<file path="config.mk">
export PLATFORM = sky130hd
export DESIGN_NAME = client_req_queue
export DESIGN_NICKNAME = d
export VERILOG_FILES = /design/src/rtl/client_req_queue_pkg.sv /design/src/rtl/req_fifo.sv /design/src/rtl/client_req_queue.sv
export SDC_FILE = /design/constraint.sdc
export NUM_CORES = 1
export LEC_CHECK = 0
export CORE_MARGIN = 2
export CORE_UTILIZATION = 23
export DETAILED_ROUTE_END_ITERATION = 8
export SYNTH_ARGS = -nofsm -noshare
export SYNTH_HDL_FRONTEND = slang
export SYNTH_SLANG_ARGS = --single-unit
</file>
<file path="constraint.sdc">
create_clock -name clk -period 3.5 [get_ports clk]
set_clock_uncertainty 0.15 [all_clocks]
set_input_delay 1.05 -clock clk [delete_from_list [all_inputs] [get_ports clk]]
set_output_delay 1.05 -clock clk [all_outputs]
set_load 0.01 [all_outputs]
</file>
<file path="src/rtl/client_req_queue_pkg.sv">
// Shared arbiter types: client handshake states and arbiter selection codes.
// Imported by the client queue, controller, arbiter and observer.
package client_req_queue_pkg;

    typedef enum logic [1:0] {
        NO_REQ,
        REQ,
        HAVE_TOKEN,
        RELEASE
    } client_state_t;

    typedef enum logic [1:0] {
        A,
        B,
        C,
        X
    } sel_t;

endpackage

</file>
<file path="src/rtl/req_fifo.sv">
// Job FIFO for one client port; DEPTH must be a power of two (pointers wrap).
// Ports: push/din write at tail, pop/dout read head (dout is the head, not registered),
//        count = occupancy, full/empty flags. Push while full and pop while empty are ignored.
module req_fifo #(
    parameter int DEPTH = 4,
    parameter int IDW   = 4
) (
    input  logic                     clk,
    input  logic                     rst_n,
    input  logic                     push,
    input  logic                     pop,
    input  logic [IDW-1:0]           din,
    output logic [IDW-1:0]           dout,
    output logic [$clog2(DEPTH):0]   count,
    output logic                     full,
    output logic                     empty
);

    localparam int AW = $clog2(DEPTH);
    localparam int CW = AW + 1;

    logic [IDW-1:0] mem [DEPTH];
    logic [AW-1:0]  wr_ptr;
    logic [AW-1:0]  rd_ptr;
    logic           do_push;
    logic           do_pop;

    assign full    = (count == CW'(DEPTH));
    assign empty   = (count == '0);
    assign do_push = push && !full;
    assign do_pop  = pop && !empty;
    assign dout    = mem[rd_ptr];

    always_ff @(posedge clk) begin
        if (do_push) begin
            mem[wr_ptr] <= din;
        end
    end

    always_ff @(posedge clk or negedge rst_n) begin
        if (!rst_n) begin
            wr_ptr <= '0;
            rd_ptr <= '0;
            count  <= '0;
        end else begin
            if (do_push) begin
                wr_ptr <= wr_ptr + 1'b1;
            end
            if (do_pop) begin
                rd_ptr <= rd_ptr + 1'b1;
            end
            unique case ({do_push, do_pop})
                2'b10:   count <= count + 1'b1;
                2'b01:   count <= count - 1'b1;
                default: count <= count;
            endcase
        end
    end

endmodule

</file>
<file path="src/rtl/client_req_queue.sv">
// Queue-driven token-ring client: buffers producer jobs and runs a four-phase
// req/ack handshake per job, holding the grant for HOLD_CYCLES cycles.
// Ports: clk, rst_n (async, active low); job_valid/job_id/job_ready producer side;
//        req/ack controller handshake; grant_active/grant_id/done grant status;
//        count FIFO occupancy. Optional CLIENT_REQ_QUEUE_ACK_TIMEOUT_EN adds the
//        sticky starve_err output, set after TIMEOUT cycles in REQ without ack.
module client_req_queue
    import client_req_queue_pkg::*;
#(
    parameter int DEPTH       = 4,
    parameter int IDW         = 4,
    parameter int HOLD_CYCLES = 2,
    parameter int TIMEOUT     = 15
) (
    input  logic                   clk,
    input  logic                   rst_n,
    input  logic                   job_valid,
    input  logic [IDW-1:0]         job_id,
    output logic                   job_ready,
    output logic                   req,
    input  logic                   ack,
    output logic                   grant_active,
    output logic [IDW-1:0]         grant_id,
    output logic                   done,
`ifdef CLIENT_REQ_QUEUE_ACK_TIMEOUT_EN
    output logic                   starve_err,
`endif
    output logic [$clog2(DEPTH):0] count
);

    localparam int HW = (HOLD_CYCLES > 1) ? $clog2(HOLD_CYCLES) : 1;

    client_state_t  state;
    logic [HW-1:0]  hold_cnt;
    logic [IDW-1:0] head;
    logic           full;
    logic           empty;
    logic           push;
    logic           pop;

    assign job_ready = !full;
    assign push      = job_valid && !full;
    // Only REQ pops, and count cannot shrink while in REQ, so the FIFO is non-empty here.
    assign pop       = (state == REQ) && ack;

    req_fifo #(
        .DEPTH (DEPTH),
        .IDW   (IDW)
    ) u_fifo (
        .clk   (clk),
        .rst_n (rst_n),
        .push  (push),
        .pop   (pop),
        .din   (job_id),
        .dout  (head),
        .count (count),
        .full  (full),
        .empty (empty)
    );

    always_ff @(posedge clk or negedge rst_n) begin
        if (!rst_n) begin
            state        <= NO_REQ;
            req          <= 1'b0;
            grant_active <= 1'b0;
            grant_id     <= '0;
            done         <= 1'b0;
            hold_cnt     <= '0;
        end else begin
            done <= 1'b0;
            unique case (state)
                NO_REQ: begin
                    // A stray ack here is a protocol error and is ignored.
                    if (!empty) begin
                        state <= REQ;
                        req   <= 1'b1;
                    end
                end
                REQ: begin
                    if (ack) begin
                        state        <= HAVE_TOKEN;
                        grant_id     <= head;
                        grant_active <= 1'b1;
                        hold_cnt     <= HW'(HOLD_CYCLES - 1);
                    end
                end
                HAVE_TOKEN: begin
                    if (hold_cnt == '0) begin
                        state        <= RELEASE;
                        req          <= 1'b0;
                        grant_active <= 1'b0;
                        done         <= 1'b1;
                    end else begin
                        hold_cnt <= hold_cnt - 1'b1;
                    end
                end
                RELEASE: begin
                    // Four-phase: no new request until the controller drops ack.
                    if (!ack) begin
                        state <= NO_REQ;
                    end
                end
                default: state <= NO_REQ;
            endcase
        end
    end

`ifdef CLIENT_REQ_QUEUE_ACK_TIMEOUT_EN
    localparam int TW = $clog2(TIMEOUT + 1);

    logic [TW-1:0] wait_cnt;

    always_ff @(posedge clk or negedge rst_n) begin
        if (!rst_n) begin
            wait_cnt   <= '0;
            starve_err <= 1'b0;
        end else if (state == NO_REQ && !empty) begin
            wait_cnt <= '0;
        end else if (state == REQ && !ack && wait_cnt != TW'(TIMEOUT)) begin
            wait_cnt <= wait_cnt + 1'b1;
            if (wait_cnt + 1'b1 == TW'(TIMEOUT)) begin
                starve_err <= 1'b1;
            end
        end
    end
`endif

endmodule
</file>
== Word-level counts from Yosys, hierarchy flattened ==
Memories as Yosys holds them, arrays and structs flattened. A register that Yosys moved wholly into a read port is not among the register bits.
Index checks and enable logic that the tools add are counted.
Operators by class
  add/subtract/negate cells: 5
  eq/ne operators: 10
  muxes and demuxes: 17
  reduce and logical (&&, ||, !) cells: 17
Operator list (count)
  $mux 1: 8
  $mux 2: 4
  $ne 2x2->1 const B: 4
  $pmux 2 s4: 1
  $eq 2x2->1 const B: 3
  $pmux 1 s2: 3
  $pmux 3 s2: 1
  $reduce_and 3->1: 2
  $reduce_bool 2->1: 3
  $add 2x1->2 const B: 2
  $eq 2x1->1 const B: 2
  $logic_and 1x1->1: 4
  $reduce_and 2->1: 2
  $reduce_and 4->1: 1
  $add 3x1->3 const B: 1
  $eq 3x3->1 const B: 1
  $logic_not 1->1: 3
  $logic_not 3->1: 1
  $sub 3x1->3 const B: 1
  $logic_not 2->1: 1
  $sub 1x1->1 const B: 1
Storage, ports and cells
  register bits: 13
  memory bits (writable): 16
  logic and storage cells: 58
  memories: 1
Memory list
  u_fifo.mem: words 4, width 4, rd ports 1, clocked after memory_dff 1, write ports 1, line req_fifo.sv:22  | logic [IDW-1:0] mem [DEPTH];

== Logic depth before layout (Yosys ltp) ==
Gate-level depths: netlist of run 1.
  depth after elaboration: 6
  mapped depth: 9
  mapped depth without buffers: 9

== Modules after synthesis ==
From an unflattened synthesis of run 1, not the netlist that was laid out.
Second synthesis, totals
  cell total of the unflattened synthesis: 99
  area, all modules: 1506.4 µm²
Modules (own cells, without submodules)
  req_fifo: times used 1, cells each 59, area an instance 1016.0 µm², seq. area each 655.6 µm²
  client_req_queue: times used 1, cells each 40, area an instance 490.5 µm², seq. area each 250.2 µm²

== Least setup slack after synthesis of run 1 ==
Ideal clock, no wire load.
  path type: input to register
  start point: input port ack
  end point: register u_fifo.count[2]
  setup time: 0.079 ns
  arrival: 2.203 ns
  required time: 3.271 ns
  path slack: 1.068 ns
  cell stages on the path: 7
  path through: o311a_2 ha_1 inv_1 fa_1 xor2_1 nor2_1 xor2_1
Between the ends
  longest elaborated chain between the ends: 4
Ends and longest elaborated chain
  from (decl): line client_req_queue.sv:21  | input logic ack,
  $logic_and 1x1->1 *: line client_req_queue.sv:44  | assign pop = (state == REQ) && ack;
  $logic_and 1x1->1 *: line req_fifo.sv:31  | assign do_pop = pop && !empty;
  $eq 2x1->1 or $eq 2x2->1 (tied branches): line req_fifo.sv:52  | unique case ({do_push, do_pop})
  $pmux 3 s2 or $reduce_bool 2->1 (tied branches)
  to (signal assigned): line req_fifo.sv:53  | 2'b10: count <= count + 1'b1;
  to (signal assigned): line req_fifo.sv:54  | 2'b01: count <= count - 1'b1;
  to (signal assigned): line req_fifo.sv:55  | default: count <= count;
  to (decl): line req_fifo.sv:14  | output logic [$clog2(DEPTH):0] count,
Every way passes the cells marked *; elsewhere a longest branch is shown, timed or not.
A chain may end at the register's enable or synchronous reset.

== Worst setup path after layout of run 1 ==
  start point: register u_fifo.count[0]
  end point: output port job_ready
Between the ends
  longest elaborated chain between the ends: 2
Ends and longest elaborated chain
  $eq 3x3->1: line req_fifo.sv:28  | assign full = (count == CW'(DEPTH));
  $logic_not 1->1: line client_req_queue.sv:41  | assign job_ready = !full;
  to (decl): line client_req_queue.sv:19  | output logic job_ready,
Every way passes these cells.

==> results of run 1 <==
-- critical path, stage by stage (launching register included) --
cell and delay, ns:
dfrtp_1 0.46, or3b_4 0.44, clkdlybuf4s50_1 0.49
-- registers in the layout, summed over array words and instances (netlist names) --
register,flops
done,1
grant_active,1
grant_id,4
hold_cnt,1
req,1
state,2
u_fifo.count,3
u_fifo.mem,16
u_fifo.rd_ptr,2
u_fifo.wr_ptr,2
-- final cells by class --
type | instances | share of cell area
clock buffer | 6 | 0.0389
clock inverter | 2 | 0.0181
inverter | 11 | 0.0221
multi-input combinational | 53 | 0.287
sequential | 33 | 0.486
tap | 77 | 0.0516
timing repair buffer | 18 | 0.0966
-- routing by layer --
layer | up-vias | global-route usage | wire length [um] | part of all wire
met2 | 17 | 0.137 | 1250 | 0.49
li1 | 395 | - | - | -
met5 | - | 0 | 0 | 0
met4 | 0 | 0.0563 | 77 | 0.030
met1 | 378 | 0.0908 | 1120 | 0.44
met3 | 6 | 0.0246 | 108 | 0.042
-- cells by family (layout without fill, tap and decap cells) --
kind of cell | Yosys count | after routing
muxes | 12 | 12
adders and majority gates | 10 | 10
xor gates and xnor gates | 6 | 6
AOI/OAI and AO/OA | 8 | 8
buffers and inverters | 12 | 37
and+or+nand+nor | 17 | 17
DFF | 33 | 33
-- worst min path at each step --
stage	startpoint	to	slack [ns]
6_report	grant_active	grant_active	0.36
5_1_grt	grant_id[3]	grant_id[3]	0.39
4_1_cts	grant_active	grant_active	0.35
3_5_place_dp	grant_active	grant_active	0.34
3_3_place_gp	grant_id[0]	grant_id[0]	0.35
2_1_floorplan	grant_active	grant_active	0.37
-- power breakdown --
group | leakage [nW] | switching (mW) | internal, mW
registers | 0.348 | 0.120 | 0.554
logic | 0.355 | 0.267 | 0.362
clock network | 0.0528 | 0.135 | 0.210
total | 0.757 | 0.522 | 1.13
-- cell usage in the layout, fill, tap and decap left out, drive strengths merged, types with 3 or more instances in the layout --
master	n
dfrtp	17
nand2	5
inv	11
mux4	4
mux2	7
edfxtp	16
ha	9
nor2b	3
clkbuf	6
clkdlybuf4s50	18
o21ai	4
and3	4
xnor2	3
xor2	3
==> results.md, run 1 <==
- Synth Area in Compound Gates: 0.0437
- Max IR drop VDD: 0.351 mV
- Worst r2r path cells: 9
- Async SR Flop Fraction: 0.515
- Vias: 796
- CTS H-tree depth: 2
- Max_slew headroom: 0.491
- Avg WL per Cell: 12.8 um
- Initial antenna violation count: 0
- Register Area: 906 sq um
- Count leader, synth: dfrtp_1
- Cell Area, Synth: 1490 sq um
- DP Worst Slack: 0.359 ns
- Setup ws final: 0.637 ns
- Synth cell types: 25
- Initial core utilization: 0.236
- Pwr Total: 1.65 mW
- Post-route minimum period: 2.86 ns
- First-pass GRT wire length: 4.34 mm
- Critical Path Sink: job_ready
- RePlAce Congestion: 0.767
- CP startpoint kind: register
- Synth Register Bits: 33
- CP Max Fanout: 6
- Final nets: 140
- Max clock buf depth: 2
- Largest net degree at the start of global routing: 18
- # IOs: 19
- Post-CTS Setup Inserts: 0
- Multi-input gate area: 536 sq um
- Detailed Route WL: 2.56 mm
- CP Capture Type: primary output
- Synthesis warning total: 0
- CTS tree: yes
- R2r setup slk: 1.14 ns
- Post-route DRC violation count: 0
- Die area: 7130 sq um
- Post-route clock period utilization: 0.818
- RR Endpoint: u_fifo.count[2]
- Hold path cells: 2
- First drt pass iteration count: 4
- Largest family of logic cells by synthesized area: multiplexers
- Post-Synth Simple-Gate Area: 0.0690
- Clk_lat worst skew: 0.28 ns
- WP data required: 2.30 ns
- Adder-cell share of the synthesized area: 0.0892
- Area grow syn2layout: 25.4%
- # hold bufs at CTS: 0
- Ys flop type: dfrtp_1
- RSZ-0062 raised after global routing: false
- Vias per inst: 3.98
- Number of flops mapped to enable cells by yosys: 16
- Clk sinks: 33
- Clock Tree Root: clkbuf_8
- CP Launch Point: u_fifo.count[0]
- Leakage power total: 0.757 nW
- Synth top area share: 0.323
- Fmax: 0.349 GHz
- Initial DRC Count: 19
- Final design utilization: 0.295
- TritonCTS buffer count: 5
- Core ar.: 6310 sq um
- Gr ovfl total: 0
- Port bufs: 18
- Antenna diodes: 0
- Rows: 29
- CP arrival: 1.66 ns
- Fillers: 668
- Worst R2R Start: u_fifo.count[0]
- Clock slew at reported path FFs: 0.06 ns
- Share of cells above drive strength 1: 0.203
- Most common library cells after synthesis: dfrtp_1, edfxtp_1, inv_1, ha_1, mux2_2
- Status: finished, final reports clean
- Vias in the first global route: 873
- Xor/xnor cell area share of the yosys netlist: 0.0353
- Mapped Nets: 116
- Actual slew at the worst max-slew pin: 0.761 ns
- Post-cts resize count: 0
- Max_cap viols: 0
- Top post-synthesis cells by area: edfxtp_1, dfrtp_1, ha_1
- Sum of net half-perimeters after detailed placement: 1.95 mm
- Die W: 84.4 um
- Mux cell area share after synthesis: 0.123
- Final setup vio count: 0
- Die Y-Extent: 84.4 um
- Final Instance Count excl. Fillers: 200
- Biggest area consumer among synthesized cells: edfxtp_1
- Final hold viol count: 0
- Power per cell area: 883 nW/um^2
- Placed Cells: 192
- Final Max Tran Viols: 0
- Hold WC Path Type: register to register
- Cells after synthesis: 98
- Sequential fraction of the synthesis area: 0.609
- Antenna viol nets, final: 0
- Fin Setup TNS: 0 ns
- Hold slack: 0.357 ns
- Overall Global Routing Usage: 0.0825
- DP Area: 1760 sq um
- Avg Cell Area, Syn: 15.2 sq um
- CP Class: register to primary output
- Design Area, Final: 1870 sq um
(Power assumes the default switching activity.)
==> run 2, diff against run 1 <==
==> constraint.sdc (replaced) <==
create_clock -name clk -period 2.97 [get_ports clk]
set_clock_uncertainty 0.15 [all_clocks]
set_input_delay 0.891 -clock clk [delete_from_list [all_inputs] [get_ports clk]]
set_output_delay 0.891 -clock clk [all_outputs]
set_load 0.01 [all_outputs]
==> results.md, run 2 (synthesized netlist as in run 1, its figures left out) <==
- Hold WC Path Type: register to register
- Vias per inst: 4.13
- Grt peak-use layer: met2
- CP Max Fanout: 6
- Slowest cell on crit path: clkdlybuf4s50_1
- Rows: 29
- First drt pass iteration count: 4
- Post-CTS Setup Inserts: 0
- Largest net degree at the start of global routing: 18
- Final Max Tran Viols: 0
- CP Capture Type: primary output
- Detailed Route WL: 2.54 mm
- CP startpoint kind: register
- Clk_lat worst skew: 0.28 ns
- Fin Setup TNS: 0 ns
- RSZ-0062 raised after global routing: false
- First-pass GRT wire length: 4.40 mm
- Power per cell area: 1000 nW/um^2
- Leakage power total: 0.753 nW
- Hold path cells: 1
- Clk sinks: 33
- Core ar.: 6310 sq um
- CP arrival: 1.66 ns
- Design Area, Final: 1850 sq um
- Max_cap viols: 0
- Crit path largest cell delay: 0.49 ns
- TritonCTS buffer count: 5
- Area grow syn2layout: 24.3%
- Clock slew at reported path FFs: 0.06 ns
- Int Power: 1.24 mW
- CP cell instances: or3b_4, clkdlybuf4s50_1
- Final setup vio count: 0
- Post-route minimum period: 2.70 ns
- Die area: 7130 sq um
- Actual slew at the worst max-slew pin: 0.750 ns
- Post-cts resize count: 0
- Die Y-Extent: 84.4 um
- Vias in the first global route: 928
- Post-route DRC violation count: 0
- Combinational share of power: 0.400
- Initial core utilization: 0.236
- Gr ovfl total: 0
- Final nets: 141
- Sw Ratio: 0.329
- Status: finished, final reports clean
- Met1 GRT Util: 0.0928
- Top flop regs: u_fifo.mem (16), grant_id (4), u_fifo.count (3)
- # hold bufs at CTS: 0
- Final hold viol count: 0
- Max_slew headroom: 0.498
- DP Area: 1770 sq um
- Avg WL per Cell: 12.6 um
- Met2 usage: 0.135
- Max reg flops: 16
- Vias: 831
- Initial DRC Count: 21
- Psw: 0.610 mW
- Overall Global Routing Usage: 0.0809
- WP data required: 1.93 ns
- Antenna viol nets, final: 0
- Most frequent cells in the layout: clkdlybuf4s50_1, dfrtp_1, edfxtp_1
- Die W: 84.4 um
- Seq pwr share: 0.427
- Post-route clock period utilization: 0.908
- CTS H-tree depth: 2
- Fmax: 0.371 GHz
- Share of cells above drive strength 1: 0.218
- Initial antenna violation count: 0
- # IOs: 19
- Port bufs: 18
- RePlAce Congestion: 0.726
- Clock Tree Root: clkbuf_8
- Worst r2r path cells: 9
- CTS tree: yes
- Max IR drop VDD: 0.326 mV
- CP Class: register to primary output
- Antenna diodes: 0
- Clock share of power: 0.172
- Most common cell after layout, fill and taps aside: clkdlybuf4s50_1
- Largest Register: u_fifo.mem
- Sum of net half-perimeters after detailed placement: 1.97 mm
- Max clock buf depth: 2
- Met3 Track Usage GR: 0.0315
## run 2: cell types whose count changed in the layout (fill, tap and decap cells not counted)
cell,previous run,this run
clkinv_1,1,0
bufinv_16,1,0
clkinv_2,0,2
buf_4,0,1
## run 2: stage by stage
stage / instances / hold WS [ns] / utilization / power (mW) / worst slack (ns)
floorplan: 98 / 0.370 / - / 1.26 / 0.675
finish: 201 / 0.362 / 0.293 / 1.85 / 0.272
global placement: 193 / 0.338 / 0.280 / 1.50 / 0.168
detailed placement: 193 / 0.355 / 0.280 / 1.56 / 0.0774
global route: 201 / 0.386 / 0.293 / 2.00 / 0.210
CTS: 201 / 0.370 / 0.293 / 1.89 / 0.259
## run 2: final timing paths
kind / from / to / slack (ns)
worst max-delay path: u_fifo.count[1] / job_ready / 0.27
worst min-delay path: grant_id[1] / grant_id[1] / 0.36
worst max register to register: u_fifo.count[1] / u_fifo.count[2] / 0.59
worst min register to register: grant_id[1] / grant_id[1] / 0.36
max in group asynchronous: rst_n / grant_id[2] / 1.29
min in group asynchronous: rst_n / u_fifo.count[0] / 0.90
## run 2: layout make-up
class | instances | area, sq um
Tap cell | 77 | 96.3
Clock buffer | 6 | 72.6
Timing Repair Buffer | 19 | 188
Sequential cell | 33 | 906
Fill cell | 649 | 4460
Multi-Input combinational cell | 53 | 536
Clock inverter | 2 | 10.0
Inverter | 11 | 41.3
## run 2: worst max-delay path: cells and delay by family, from the launching register on
family / cells / cell delay (ns)
buffers and inverters: 1 / 0.49
DFF: 1 / 0.44
and+or+nand+nor: 1 / 0.45
## run 2: metal layers
layer	vias up	wire length, um
li1	395	-
met1	415	1050
met2	19	1350
met3	2	117
met4	0	22
met5	-	0
## run 2: power by group through the flow
stage	sequential, mW	combinational, mW	clock, mW
finish	0.791	0.742	0.319
global route	0.823	0.829	0.352
CTS	0.795	0.757	0.334
detailed placement	0.804	0.755	0
global placement	0.789	0.712	0
floorplan	0.787	0.475	0
==> run 3, diff against run 2 <==
--- a/config.mk
+++ b/config.mk
@@ -8,6 +8,8 @@
 export CORE_MARGIN = 2
 export CORE_UTILIZATION = 23
 export DETAILED_ROUTE_END_ITERATION = 8
+export GPL_TIMING_DRIVEN = 0
+export PLACE_DENSITY = 0.36
 export SYNTH_ARGS = -nofsm -noshare
 export SYNTH_HDL_FRONTEND = slang
 export SYNTH_SLANG_ARGS = --single-unit
==> results.md, run 3 (synthesized netlist as in run 1, its figures left out) <==
- Initial core utilization: 0.236
- Final hold viol count: 0
- Share of cells above drive strength 1: 0.210
- Final design utilization: 0.296
- Power per cell area: 1030 nW/um^2
- Max_slew headroom: 0.427
- DP Worst Slack: -0.0962 ns
- Initial DRC Count: 44
- First drt pass iteration count: 2
- Max IR drop VDD: 0.395 mV
- Max clock buf depth: 2
- Status: finished, final reports clean
- Vias: 825
- Largest Register: u_fifo.mem
- Post-cts resize count: 0
- Gr ovfl total: 0
- Vias in the first global route: 849
- Sum of net half-perimeters after detailed placement: 1.90 mm
- Core ar.: 6310 sq um
- Antenna diodes: 0
- Initial antenna violation count: 0
- # hold bufs at CTS: 0
- Max_cap viols: 0
- Clock Tree Root: clkbuf_8
- CTS tree: yes
- Hold slack: 0.356 ns
- Hold WC Path Type: register to register
- Final setup vio count: 0
- TritonCTS buffer count: 5
- Final nets: 141
- Final Max Tran Viols: 0
- RePlAce Congestion: 0.651
- Rows: 29
- Vias per inst: 4.10
- Avg WL per Cell: 13.0 um
- Actual slew at the worst max-slew pin: 0.857 ns
- CP Max Fanout: 6
- Most frequent cells in the layout: clkdlybuf4s50_1, dfrtp_1, edfxtp_1
- Post-route minimum period: 2.78 ns
- Overall Global Routing Usage: 0.0835
- Die W: 84.4 um
- Design Area, Final: 1870 sq um
- CP Capture Type: register
- Post-CTS Setup Inserts: 0
- DP Area: 1760 sq um
- Die Y-Extent: 84.4 um
- Max reg flops: 16
- Leakage power total: 0.761 nW
- Detailed Route WL: 2.62 mm
- Setup ws final: 0.193 ns
- CP Class: input port to register
- Port bufs: 18
- Antenna viol nets, final: 0
- RSZ-0062 raised after global routing: false
- Most common cell after layout, fill and taps aside: clkdlybuf4s50_1
- Area grow syn2layout: 25.7%
- Clock slew at reported path FFs: 0.07 ns
- Fmax: 0.360 GHz
- Post-route DRC violation count: 0
- CP arrival: 2.83 ns
- Die area: 7130 sq um
- Largest net degree at the start of global routing: 18
- CTS H-tree depth: 2
- Clk sinks: 33
- Top flop regs: u_fifo.mem (16), grant_id (4), u_fifo.count (3)
- # IOs: 19
- CP startpoint kind: input port
- Post-route clock period utilization: 0.935
- First-pass GRT wire length: 4.40 mm
- WP data required: 3.03 ns
- Clk_lat worst skew: 0.28 ns
[run 3: cell types whose count changed in the layout (fill, tap and decap cells not counted)]
cell | previous run | this run
bufinv_16 | 0 | 1
clkinv_2 | 2 | 0
buf_2 | 0 | 1
clkinv_1 | 0 | 1
buf_4 | 1 | 0
[run 3: path summary, 6_finish.rpt]
check	slack, ns	end	start	cells past startpoint
worst max-delay path	0.19	u_fifo.count[2]	ack	8
worst min-delay path	0.36	grant_active	grant_active	2
worst max register to register	0.57	u_fifo.count[2]	u_fifo.count[1]	9
worst min register to register	0.36	grant_active	grant_active	2
max in group asynchronous	1.19	grant_id[2]	rst_n	1
min in group asynchronous	0.95	state[0]	rst_n	1
[run 3: power breakdown]
part	leakage, nW	switching [mW]	internal [mW]	total (mW)
logic	0.359	0.326	0.429	0.755
clock network	0.0528	0.161	0.248	0.408
registers	0.348	0.119	0.652	0.772
[run 3: per-stage QoR]
stage	std cells	TNS (ns)	power, mW
final	201	0	1.93
after global routing	201	0	2.09
after CTS	201	0	1.97
after detailed placement	193	-0.0962	1.55
after global placement	193	-0.0830	1.54
after floorplan	98	0	1.26
[run 3: cell type report]
class / count / area (sq um)
fillers: 660 / 4440
clock buffers: 6 / 72.6
inverters: 11 / 41.3
clock inverters: 2 / 33.8
plain buffers: 1 / 5.00
multi-input cells: 53 / 536
well taps: 77 / 96.3
flip-flops and latches: 33 / 906
repair buffers: 18 / 180
[run 3: worst max-delay path, cell delays in order]
cell	delay [ns]
clkdlybuf4s50_1	0.61
o311a_2	0.27
ha_1	0.20
inv_1	0.07
fa_1	0.38
xor2_1	0.15
nor2_1	0.12
xor2_1	0.15
[run 3: per-layer routing]
layer,up-vias,routed length (um),GRT usage
met5,-,0,0
met2,17,1170,0.120
li1,399,-,-
met3,4,119,0.0364
met1,405,1300,0.110
met4,0,36,0.0346
